===== src/rtl/mp3_vol_sci_writer_if.sv =====
// Signal bundle between the volume SCI writer and its surroundings: the
// attenuation input, the bus-sharing handshake, decoder DREQ and the SCI pins.
interface mp3_vol_sci_writer_if;
    logic [7:0] VOLUME;
    logic       MP3_DREQ;
    logic       BUS_GNT;
    logic       BUS_REQ;
    logic       MP3_XCS;
    logic       MP3_SCK;
    logic       MP3_SI;
    logic       BUSY;
    logic       WR_DONE;

    // Writer side: consumes volume/handshake inputs, drives the SCI pins.
    modport slave (
        input  VOLUME,
        input  MP3_DREQ,
        input  BUS_GNT,
        output BUS_REQ,
        output MP3_XCS,
        output MP3_SCK,
        output MP3_SI,
        output BUSY,
        output WR_DONE
    );

    // Environment side: volume source, bus arbiter and decoder model.
    modport master (
        output VOLUME,
        output MP3_DREQ,
        output BUS_GNT,
        input  BUS_REQ,
        input  MP3_XCS,
        input  MP3_SCK,
        input  MP3_SI,
        input  BUSY,
        input  WR_DONE
    );
endinterface


===== src/rtl/mp3_vol_sci_writer.sv =====
// Watches the volume attenuation value and, whenever it differs from the value
// last written, sends one 32-bit SCI write (opcode, address, left, right) to the
// MP3 decoder volume register. The serial bus is borrowed from the stream block
// via REQ/GNT and each frame waits for decoder DREQ before chip select drops.
module mp3_vol_sci_writer #(
    parameter logic [7:0] VOL_ADDR   = 8'h0B,
    parameter int         SCK_HALF   = 2,
    parameter logic [7:0] SCI_OPCODE = 8'h02
) (
    input  logic                        MP3_SCLK,
    input  logic                        RESET,
    mp3_vol_sci_writer_if.slave         bus
);

    // Half-period counter sized for SCK_HALF (at least one bit wide).
    localparam int            HW        = (SCK_HALF > 1) ? $clog2(SCK_HALF) : 1;
    localparam logic [HW-1:0] HALF_LAST = HW'(SCK_HALF - 1);

    typedef enum logic [2:0] {
        S_IDLE      = 3'd0,
        S_REQ       = 3'd1,
        S_WAIT_DREQ = 3'd2,
        S_SHIFT     = 3'd3,
        S_HOLD      = 3'd4,
        S_DONE      = 3'd5
    } state_t;

    state_t        state_q, state_d;

    // Control registers.
    logic [7:0]    vol_sent_q, vol_sent_d;
    logic [HW-1:0] hcnt_q,     hcnt_d;
    logic [4:0]    bit_q,      bit_d;
    logic          xcs_q,      xcs_d;
    logic          sck_q,      sck_d;
    logic          si_q,       si_d;

    // Data registers (no reset needed: always loaded before use).
    logic [7:0]    vol_snap_q, vol_snap_d;
    logic [31:0]   shift_q,    shift_d;

    logic          pending;
    logic          half_end;
    logic          last_bit;
    logic [31:0]   frame;

    assign pending  = (bus.VOLUME != vol_sent_q);
    assign half_end = (hcnt_q == HALF_LAST);
    assign last_bit = (bit_q == 5'd31);
    assign frame    = {SCI_OPCODE, VOL_ADDR, vol_snap_q, vol_snap_q};

    // Serial pins come straight from flops: no input-to-output combinational path.
    assign bus.MP3_XCS = xcs_q;
    assign bus.MP3_SCK = sck_q;
    assign bus.MP3_SI  = si_q;

    // State register; reset aborts any frame in progress immediately.
    always_ff @(posedge MP3_SCLK or negedge RESET) begin
        if (!RESET) begin
            state_q <= S_IDLE;
        end else begin
            state_q <= state_d;
        end
    end

    // Next-state logic for the frame sequencer.
    always_comb begin
        state_d = state_q;
        case (state_q)
            S_IDLE:      if (pending)          state_d = S_REQ;
            S_REQ:       if (bus.BUS_GNT)      state_d = S_WAIT_DREQ;
            S_WAIT_DREQ: if (bus.MP3_DREQ)     state_d = S_SHIFT;
            S_SHIFT:     if (half_end && sck_q && last_bit) state_d = S_HOLD;
            S_HOLD:      if (half_end)         state_d = S_DONE;
            S_DONE:                            state_d = S_IDLE;
            default:                           state_d = S_IDLE;
        endcase
    end

    // Handshake/status outputs decoded from the current state.
    always_comb begin
        bus.BUS_REQ = 1'b0;
        bus.BUSY    = 1'b0;
        bus.WR_DONE = 1'b0;
        case (state_q)
            S_IDLE: begin
                bus.BUSY = 1'b0;
            end
            S_REQ, S_WAIT_DREQ, S_SHIFT, S_HOLD: begin
                bus.BUS_REQ = 1'b1;
                bus.BUSY    = 1'b1;
            end
            S_DONE: begin
                bus.BUSY    = 1'b1;
                bus.WR_DONE = 1'b1;
            end
            default: begin
                bus.BUSY = 1'b1;
            end
        endcase
    end

    // Datapath next values: snapshot, frame load, SCK/SI sequencing, hold timing.
    always_comb begin
        vol_sent_d = vol_sent_q;
        vol_snap_d = vol_snap_q;
        shift_d    = shift_q;
        hcnt_d     = hcnt_q;
        bit_d      = bit_q;
        xcs_d      = xcs_q;
        sck_d      = sck_q;
        si_d       = si_q;
        case (state_q)
            S_IDLE: begin
                if (pending) begin
                    vol_snap_d = bus.VOLUME;
                end
            end
            S_WAIT_DREQ: begin
                if (bus.MP3_DREQ) begin
                    shift_d = frame;
                    xcs_d   = 1'b0;
                    sck_d   = 1'b0;
                    si_d    = frame[31];
                    hcnt_d  = '0;
                    bit_d   = '0;
                end
            end
            S_SHIFT: begin
                if (half_end) begin
                    hcnt_d = '0;
                    if (!sck_q) begin
                        // Rising edge: decoder samples the bit already on SI.
                        sck_d = 1'b1;
                    end else begin
                        // Falling edge: the only place SI is allowed to move.
                        sck_d = 1'b0;
                        if (!last_bit) begin
                            shift_d = {shift_q[30:0], 1'b0};
                            si_d    = shift_q[30];
                            bit_d   = bit_q + 5'd1;
                        end
                    end
                end else begin
                    hcnt_d = hcnt_q + 1'b1;
                end
            end
            S_HOLD: begin
                if (half_end) begin
                    hcnt_d = '0;
                    xcs_d  = 1'b1;
                end else begin
                    hcnt_d = hcnt_q + 1'b1;
                end
            end
            S_DONE: begin
                vol_sent_d = vol_snap_q;
            end
            default: begin
                xcs_d = 1'b1;
                sck_d = 1'b0;
            end
        endcase
    end

    // Control flops; reset returns the SCI pins to idle without a clock.
    always_ff @(posedge MP3_SCLK or negedge RESET) begin
        if (!RESET) begin
            vol_sent_q <= 8'h00;
            hcnt_q     <= '0;
            bit_q      <= '0;
            xcs_q      <= 1'b1;
            sck_q      <= 1'b0;
            si_q       <= 1'b0;
        end else begin
            vol_sent_q <= vol_sent_d;
            hcnt_q     <= hcnt_d;
            bit_q      <= bit_d;
            xcs_q      <= xcs_d;
            sck_q      <= sck_d;
            si_q       <= si_d;
        end
    end

    // Data flops: volume snapshot and frame shift register.
    always_ff @(posedge MP3_SCLK) begin
        vol_snap_q <= vol_snap_d;
        shift_q    <= shift_d;
    end

endmodule


===== src/flat_wrapper.sv =====
// flat-port wrapper written by rule: the top's interface ports become plain ports
module mp3_vol_sci_writer_flat 
#(
    parameter logic [7:0] VOL_ADDR   = 8'h0B,
    parameter int         SCK_HALF   = 2,
    parameter logic [7:0] SCI_OPCODE = 8'h02
)
  (MP3_SCLK, RESET, bus_VOLUME, bus_MP3_DREQ, bus_BUS_GNT, bus_BUS_REQ, bus_MP3_XCS, bus_MP3_SCK, bus_MP3_SI, bus_BUSY, bus_WR_DONE);
  mp3_vol_sci_writer_if bus_i ();
  input  logic MP3_SCLK;
  input  logic RESET;
  input wire logic [$bits(bus_i.VOLUME)-1:0] bus_VOLUME;
  input wire logic [$bits(bus_i.MP3_DREQ)-1:0] bus_MP3_DREQ;
  input wire logic [$bits(bus_i.BUS_GNT)-1:0] bus_BUS_GNT;
  output wire logic [$bits(bus_i.BUS_REQ)-1:0] bus_BUS_REQ;
  output wire logic [$bits(bus_i.MP3_XCS)-1:0] bus_MP3_XCS;
  output wire logic [$bits(bus_i.MP3_SCK)-1:0] bus_MP3_SCK;
  output wire logic [$bits(bus_i.MP3_SI)-1:0] bus_MP3_SI;
  output wire logic [$bits(bus_i.BUSY)-1:0] bus_BUSY;
  output wire logic [$bits(bus_i.WR_DONE)-1:0] bus_WR_DONE;
  assign bus_i.VOLUME = bus_VOLUME;
  assign bus_i.MP3_DREQ = bus_MP3_DREQ;
  assign bus_i.BUS_GNT = bus_BUS_GNT;
  assign bus_BUS_REQ = bus_i.BUS_REQ;
  assign bus_MP3_XCS = bus_i.MP3_XCS;
  assign bus_MP3_SCK = bus_i.MP3_SCK;
  assign bus_MP3_SI = bus_i.MP3_SI;
  assign bus_BUSY = bus_i.BUSY;
  assign bus_WR_DONE = bus_i.WR_DONE;
  mp3_vol_sci_writer #(.VOL_ADDR(VOL_ADDR), .SCK_HALF(SCK_HALF), .SCI_OPCODE(SCI_OPCODE)) u_core (.MP3_SCLK(MP3_SCLK), .RESET(RESET), .bus(bus_i));
endmodule

===== config.mk =====
export PLATFORM = sky130hd
export DESIGN_NAME = mp3_vol_sci_writer_flat
export DESIGN_NICKNAME = d
export VERILOG_FILES = /design/src/rtl/mp3_vol_sci_writer_if.sv /design/src/rtl/mp3_vol_sci_writer.sv /design/src/flat_wrapper.sv
export SDC_FILE = /design/constraint.sdc
export NUM_CORES = 1
export LEC_CHECK = 0
export ABC_AREA = 1
export ABC_CLOCK_PERIOD_IN_PS = 3000
export CORE_AREA = 8 8 92 86
export DETAILED_ROUTE_END_ITERATION = 16
export DIE_AREA = 0 0 100 94
export PLACE_DENSITY = 0.59
export SLEW_MARGIN = 20
export SYNTH_ARGS = -nofsm -noshare
export SYNTH_HDL_FRONTEND = slang
export SYNTH_SLANG_ARGS = --single-unit
export TNS_END_PERCENT = 1

===== constraint.sdc =====
create_clock -name MP3_SCLK -period 3 [get_ports MP3_SCLK]
set_input_delay 0.3 -clock MP3_SCLK [delete_from_list [all_inputs] [get_ports MP3_SCLK]]
set_output_delay 0.3 -clock MP3_SCLK [all_outputs]
set_load 0.03 [all_outputs]

Word level (Yosys, flattened, before mapping). Index checks and enable logic that the tools add are counted.

Bitwise logic cells: 2. Divide/modulo/power cells: 0. Multiplexer cells: 31. Shift-type cells: 0. Multipliers: 0. Equal/unequal tests: 15. Reduce and logical (&&, ||, !) cells: 15. $lt $le $gt $ge: 0. Add/subtract/negate cells: 2.

Operators with widths (count): 31-bit 2-to-1 mux (4); 31-bit case mux with 2 select lines (1); 5-bit 2-to-1 mux (4); 3-bit 2-to-1 mux (5); 3-bit case mux with 5 select lines (1); 1-bit 2-to-1 mux (11); 2-bit by 1-bit != test with 1-bit output, second input constant (5); 5-bit case mux with 2 select lines (1); 5-bit AND reduction (2); 8-bit != test (1); 3-bit by 2-bit equality test with 1-bit output, second input constant (2); 3-bit equality test, second input constant (2); 2-bit != test, second input constant (3); 1-bit case mux with 3 select lines (2); 3-bit AND reduction (2); 3-bit OR reduction (2); 5-bit by 1-bit adder with 5-bit output, second input constant (1); 5-bit equality test, second input constant (1); 1-bit case mux with 2 select lines (2); 2-bit AND reduction (2); 2-bit nonzero test (2); 4-bit OR reduction (1); 3-bit by 1-bit equality test with 1-bit output, second input constant (1); 3-bit logical NOT (1); other kinds (4) (6).

Bits in writable memories: 0. Output and inout bits: 6. Memory bits (read-only): 0. Input bits: 12. Memories: 0. Latch bits: 0. Register bits after elaboration: 59.

Longest topological paths before layout.
Depth after elaboration: 5. Mapped depth: 11. Mapped depth without buffers: 11.

Worst setup path after synthesis. No wires, ideal clock.

Path kind: reg2reg. From: register u_core.bit_q[0]. To: register u_core.shift_q[0], enable pin. Buffers on the path: 0. Stages on the path, launching flop included: 8. Arrival: 1.391 ns. Setup slack: 1.260 ns. Cell sequence: dfrtp_1 ha_1 nand2_1 nor2_1 ha_1 inv_1 nand4_2 nand2_4.

Cells in the longest elaborated chain, start to end: 3.

Ends and longest elaborated chain: start: declaration (line mp3_vol_sci_writer.sv:33) `logic [4:0] bit_q, bit_d;`; start signal: assignment (line mp3_vol_sci_writer.sv:178) `bit_q <= bit_d;`; 5-bit equality test (line mp3_vol_sci_writer.sv:49) `assign last_bit = (bit_q == 5'd31);`; 2-bit != test (no line); 5-bit AND reduction (no line); end signal: assignment (line mp3_vol_sci_writer.sv:188) `shift_q <= shift_d;`; end: declaration (line mp3_vol_sci_writer.sv:40) `logic [31:0] shift_q, shift_d;`.

No other way between the ends. A chain may end at the register's enable or synchronous reset.

Final worst setup path.
From: register u_core.state_q[2]. To: output port bus_BUS_REQ.

Cells in the longest elaborated chain, start to end: 3. Elaborated cells between the ends (all ways): 6. Those cells by class: eq/ne: 4; mux: 1; reduce/logical: 1.

Ends and longest elaborated chain: start: declaration (line mp3_vol_sci_writer.sv:28) `state_t state_q, state_d;`; start signal: assignment (line mp3_vol_sci_writer.sv:62) `state_q <= state_d;`; 3-bit by 1-bit equality test with 1-bit output (tied with other cells) (line mp3_vol_sci_writer.sv:85) `case (state_q)`; 4-bit OR reduction (*) (line mp3_vol_sci_writer.sv:85); 1-bit 2-to-1 mux (*) (line mp3_vol_sci_writer.sv:85); end: declaration (line flat_wrapper.sv:15) `output wire logic [$bits(bus_i.BUS_REQ)-1:0] bus_BUS_REQ;`.

Every way passes the cells marked *; elsewhere a longest branch is shown, timed or not.

==> parameters.txt <==
Parameter                              Value

Route
  Sum of routed wire length over all layers ... 4690 µm
  Vias post-DR ... 1,685
  Avg WL per Cell ... 12.2 µm
  Pre-antenna DRT Iters ... 5
  Final routed DRC violation total ... 0
  Initial detailed-routing violation count ... 97
  Post-DRT Antenna Nets ... 0
  Avg Vias per Cell ... 4.38

Finish
  Net count of the finished layout ... 304
  Growth of design area from synthesis to finish ... 19.7%
  Ratio of cells with drive above 1 in the final layout ... 0.105
  Most common cell after layout, fill and taps aside ... nand2_1
  Total of fill cells in the finished design ... 629
  Diode insertion count for antenna repair ... 0
  Commonest cells after routing, fill and taps aside ... 92 x nand2_1, 39 x edfxtp_1, 33 x inv_1
  Post-route insts no fill ... 385

Power
  Leakage ... 1.37 nW
  Sw Share ... 0.344
  Internal portion of total power ... 2.03 mW
  Max VDD drop ... 0.600 mV
  Switching power total ... 1.07 mW
  Pwr dens ... 998 mW/mm²
  Share of power burned in combinational logic ... 0.299
  Sequential power share ... 0.418
  Clk network pwr share ... 0.283

Logic synthesis
  Async set or reset register ratio after synthesis ... 0.339
  Syn Nets ... 279
  Average cell area after synthesis ... 9.80 µm²
  Number of register bits inferred by synthesis ... 59
  Number of different library cells in the post-synthesis netlist ... 26
  Instance count of the mapped netlist ... 265
  Seq/Total Area, Yosys ... 0.644
  Number of warnings printed during yosys synthesis ... 0
  Count of flip-flops with a built-in enable after synthesis ... 39
  Flip-flop cell with the highest count after synthesis ... edfxtp_1
  Cell area after synthesis ... 0.00260 mm²

Global routing
  Pin count of the biggest net entering global routing ... 41
  Remaining Overflow, GRT ... 0
  Antenna violations before repair ... 0
  Vias in the first global route ... 1,672
  Wire length of the first global-routing pass ... 7980 µm
  GR Util All Layers ... 0.110

Place
  Instance count after placement with tap cells included ... 369
  Final Wtd Congestion ... 0.834
  Total of buffers placed on input and output ports ... 17
  Detailed Place HPWL ... 3050 µm

Critical path
  Endpoint class of the critical path ... primary output
  Worst endpoint data arrival time ... 2230 ps
  Start-to-end type of the worst setup path ... reg -> out
  Required time at the endpoint of the critical path ... 2700 ps
  Highest fanout seen on the critical path ... 24
  Setup crit start kind ... flip-flop

Clock network
  Buffer levels on the longest clock path ... 2
  Clock tree root driver cell ... clkbuf_8
  Total of hold buffers inserted after clock tree synthesis ... 0
  Clock latency on the worst-skew pair ... 330 ps
  H-tree Lvls ... 3
  TritonCTS Buffers ... 9
  Setup bufs post-CTS ... 0
  CTS clock-pin slew for the worst setup and hold paths ... 70 ps
  Clock tree from TritonCTS ... done
  Clock net sink count ... 59
  Number of cells upsized or downsized after cts ... 0

STA
  Final Hold Fails ... 0
  Final number of setup-violating endpoints ... 0
  Min Tclk post-route ... 2530 ps
  Post-route clock period utilization ... 0.843
  Max Transition Viols Final ... 0
  Post-Route Skew ... 7.48 ps
  Setup repair after global routing missed its margin ... no
  Setup TNS ... 0 ps
  Actual transition at the worst max-transition pin ... 956 ps
  Max-slew headroom at the worst pin ... 0.361
  Highest clock rate ... 395 MHz

Run
  Number of max-cap violations ... 0

Floorplanning
  Die area ... 0.00940 mm²
  Die span in x ... 100 µm
  Number of rows created at floorplan ... 28
  Boundary Pins ... 18
  Initial core utilization ... 0.407
  Area of the core region ... 0.00638 mm²
  Die Height ... 94 µm

Run status
  Run status ... complete, no violations

Hold path
  Classification of the worst-slack hold path ... reg -> reg
[synth_stat cells (2+ instances only)]
| cell type | n | share of area |
|---|---|---|
| a21oi_1 | 4 | 0.0077 |
| buf_2 | 4 | 0.0077 |
| dfrtp_1 | 19 | 0.18 |
| edfxtp_1 | 39 | 0.45 |
| ha_1 | 2 | 0.0096 |
| inv_1 | 33 | 0.048 |
| inv_2 | 4 | 0.0058 |
| nand2_1 | 92 | 0.13 |
| nand2_4 | 2 | 0.0087 |
| nand3_1 | 16 | 0.031 |
| nor2_1 | 19 | 0.027 |
| nor2_2 | 2 | 0.0048 |
| nor3_1 | 2 | 0.0039 |
| o21ai_0 | 11 | 0.021 |
| or2_1 | 2 | 0.0048 |
| or2_2 | 2 | 0.0048 |
| xnor2_1 | 3 | 0.010 |
[final timing paths]
check / start / end / slack (ps) / cells after the start
worst max register to register: u_core.state_q[2] / u_core.shift_q[14] / 990 / 6
min in group asynchronous: RESET / u_core.half_end / 490 / 1
max in group asynchronous: RESET / u_core.vol_sent_q[0] / 1920 / 1
worst max-delay path: u_core.state_q[2] / bus_BUS_REQ / 470 / 8
worst min-delay path: u_core.bus.MP3_XCS / u_core.bus.MP3_XCS / 470 / 2
worst min register to register: u_core.bus.MP3_XCS / u_core.bus.MP3_XCS / 470 / 2
[critical path: stages (launching register included)]
cell	delay (ps)
dfrtp_1	450
inv_2	100
nand2_4	100
nor2_8	40
inv_2	300
nand2_1	150
inv_1	110
nand3_1	70
clkdlybuf4s50_1	590
[through the flow]
| step | util | area, µm² | setup WS, ps | total power [mW] | hold WS, ps |
|---|---|---|---|---|---|
| 6_report | 0.487 | 3110 | 470 | 3.10 | 474 |
| 5_1_grt | 0.487 | 3110 | 305 | 3.30 | 491 |
| 4_1_cts | 0.487 | 3110 | 449 | 3.13 | 481 |
| 3_5_place_dp | 0.450 | 2870 | 834 | 2.25 | 469 |
| 3_3_place_gp | 0.450 | 2870 | 862 | 2.23 | 463 |
| 2_1_floorplan | - | 2600 | 1260 | 1.96 | 4.41 |
[logic make-up after synthesis]
logic type / synth area share
simple gates: 0.238
flops: 0.644
buf+inv: 0.0641
compound gates: 0.0337
xor+xnor: 0.0101
fa+ha+maj: 0.00963
[registers in the layout, indices dropped and copies added, names as in the netlist]
name	flops
u_core.state_q	3
u_core.vol_snap_q	8
u_core.bus.MP3_SCK	1
u_core.vol_sent_q	8
u_core.bit_q	5
u_core.shift_q	31
u_core.half_end	1
u_core.bus.MP3_SI	1
u_core.bus.MP3_XCS	1
[power groups by stage]
| stage | sequential (mW) | combinational [mW] | clock [mW] |
|---|---|---|---|
| final | 1.30 | 0.929 | 0.878 |
| after global routing | 1.32 | 1.05 | 0.933 |
| after CTS | 1.30 | 0.945 | 0.890 |
| after detailed placement | 1.31 | 0.934 | 0 |
| after global placement | 1.31 | 0.926 | 0 |
| after floorplan | 1.32 | 0.639 | 0 |
[per-layer routing]
| layer | wire [µm] | vias to the layer above | track usage |
|---|---|---|---|
| met5 | 0 | - | 0 |
| met4 | 61 | 0 | 0.0566 |
| met3 | 144 | 7 | 0.0311 |
| met2 | 2090 | 21 | 0.158 |
| met1 | 2390 | 764 | 0.148 |
| li1 | - | 893 | - |
[final cells by class]
cell class,count,area [µm²],area share
sequential,59,1670,0.538
timing repair buffer,19,185,0.0596
multi-input combinational,164,758,0.244
inverter,37,139,0.0447
clock inverter,7,116,0.0374
clock buffer,9,124,0.0399
tap,90,113,0.0362
No activity file was read; power rests on OpenSTA's default activity.
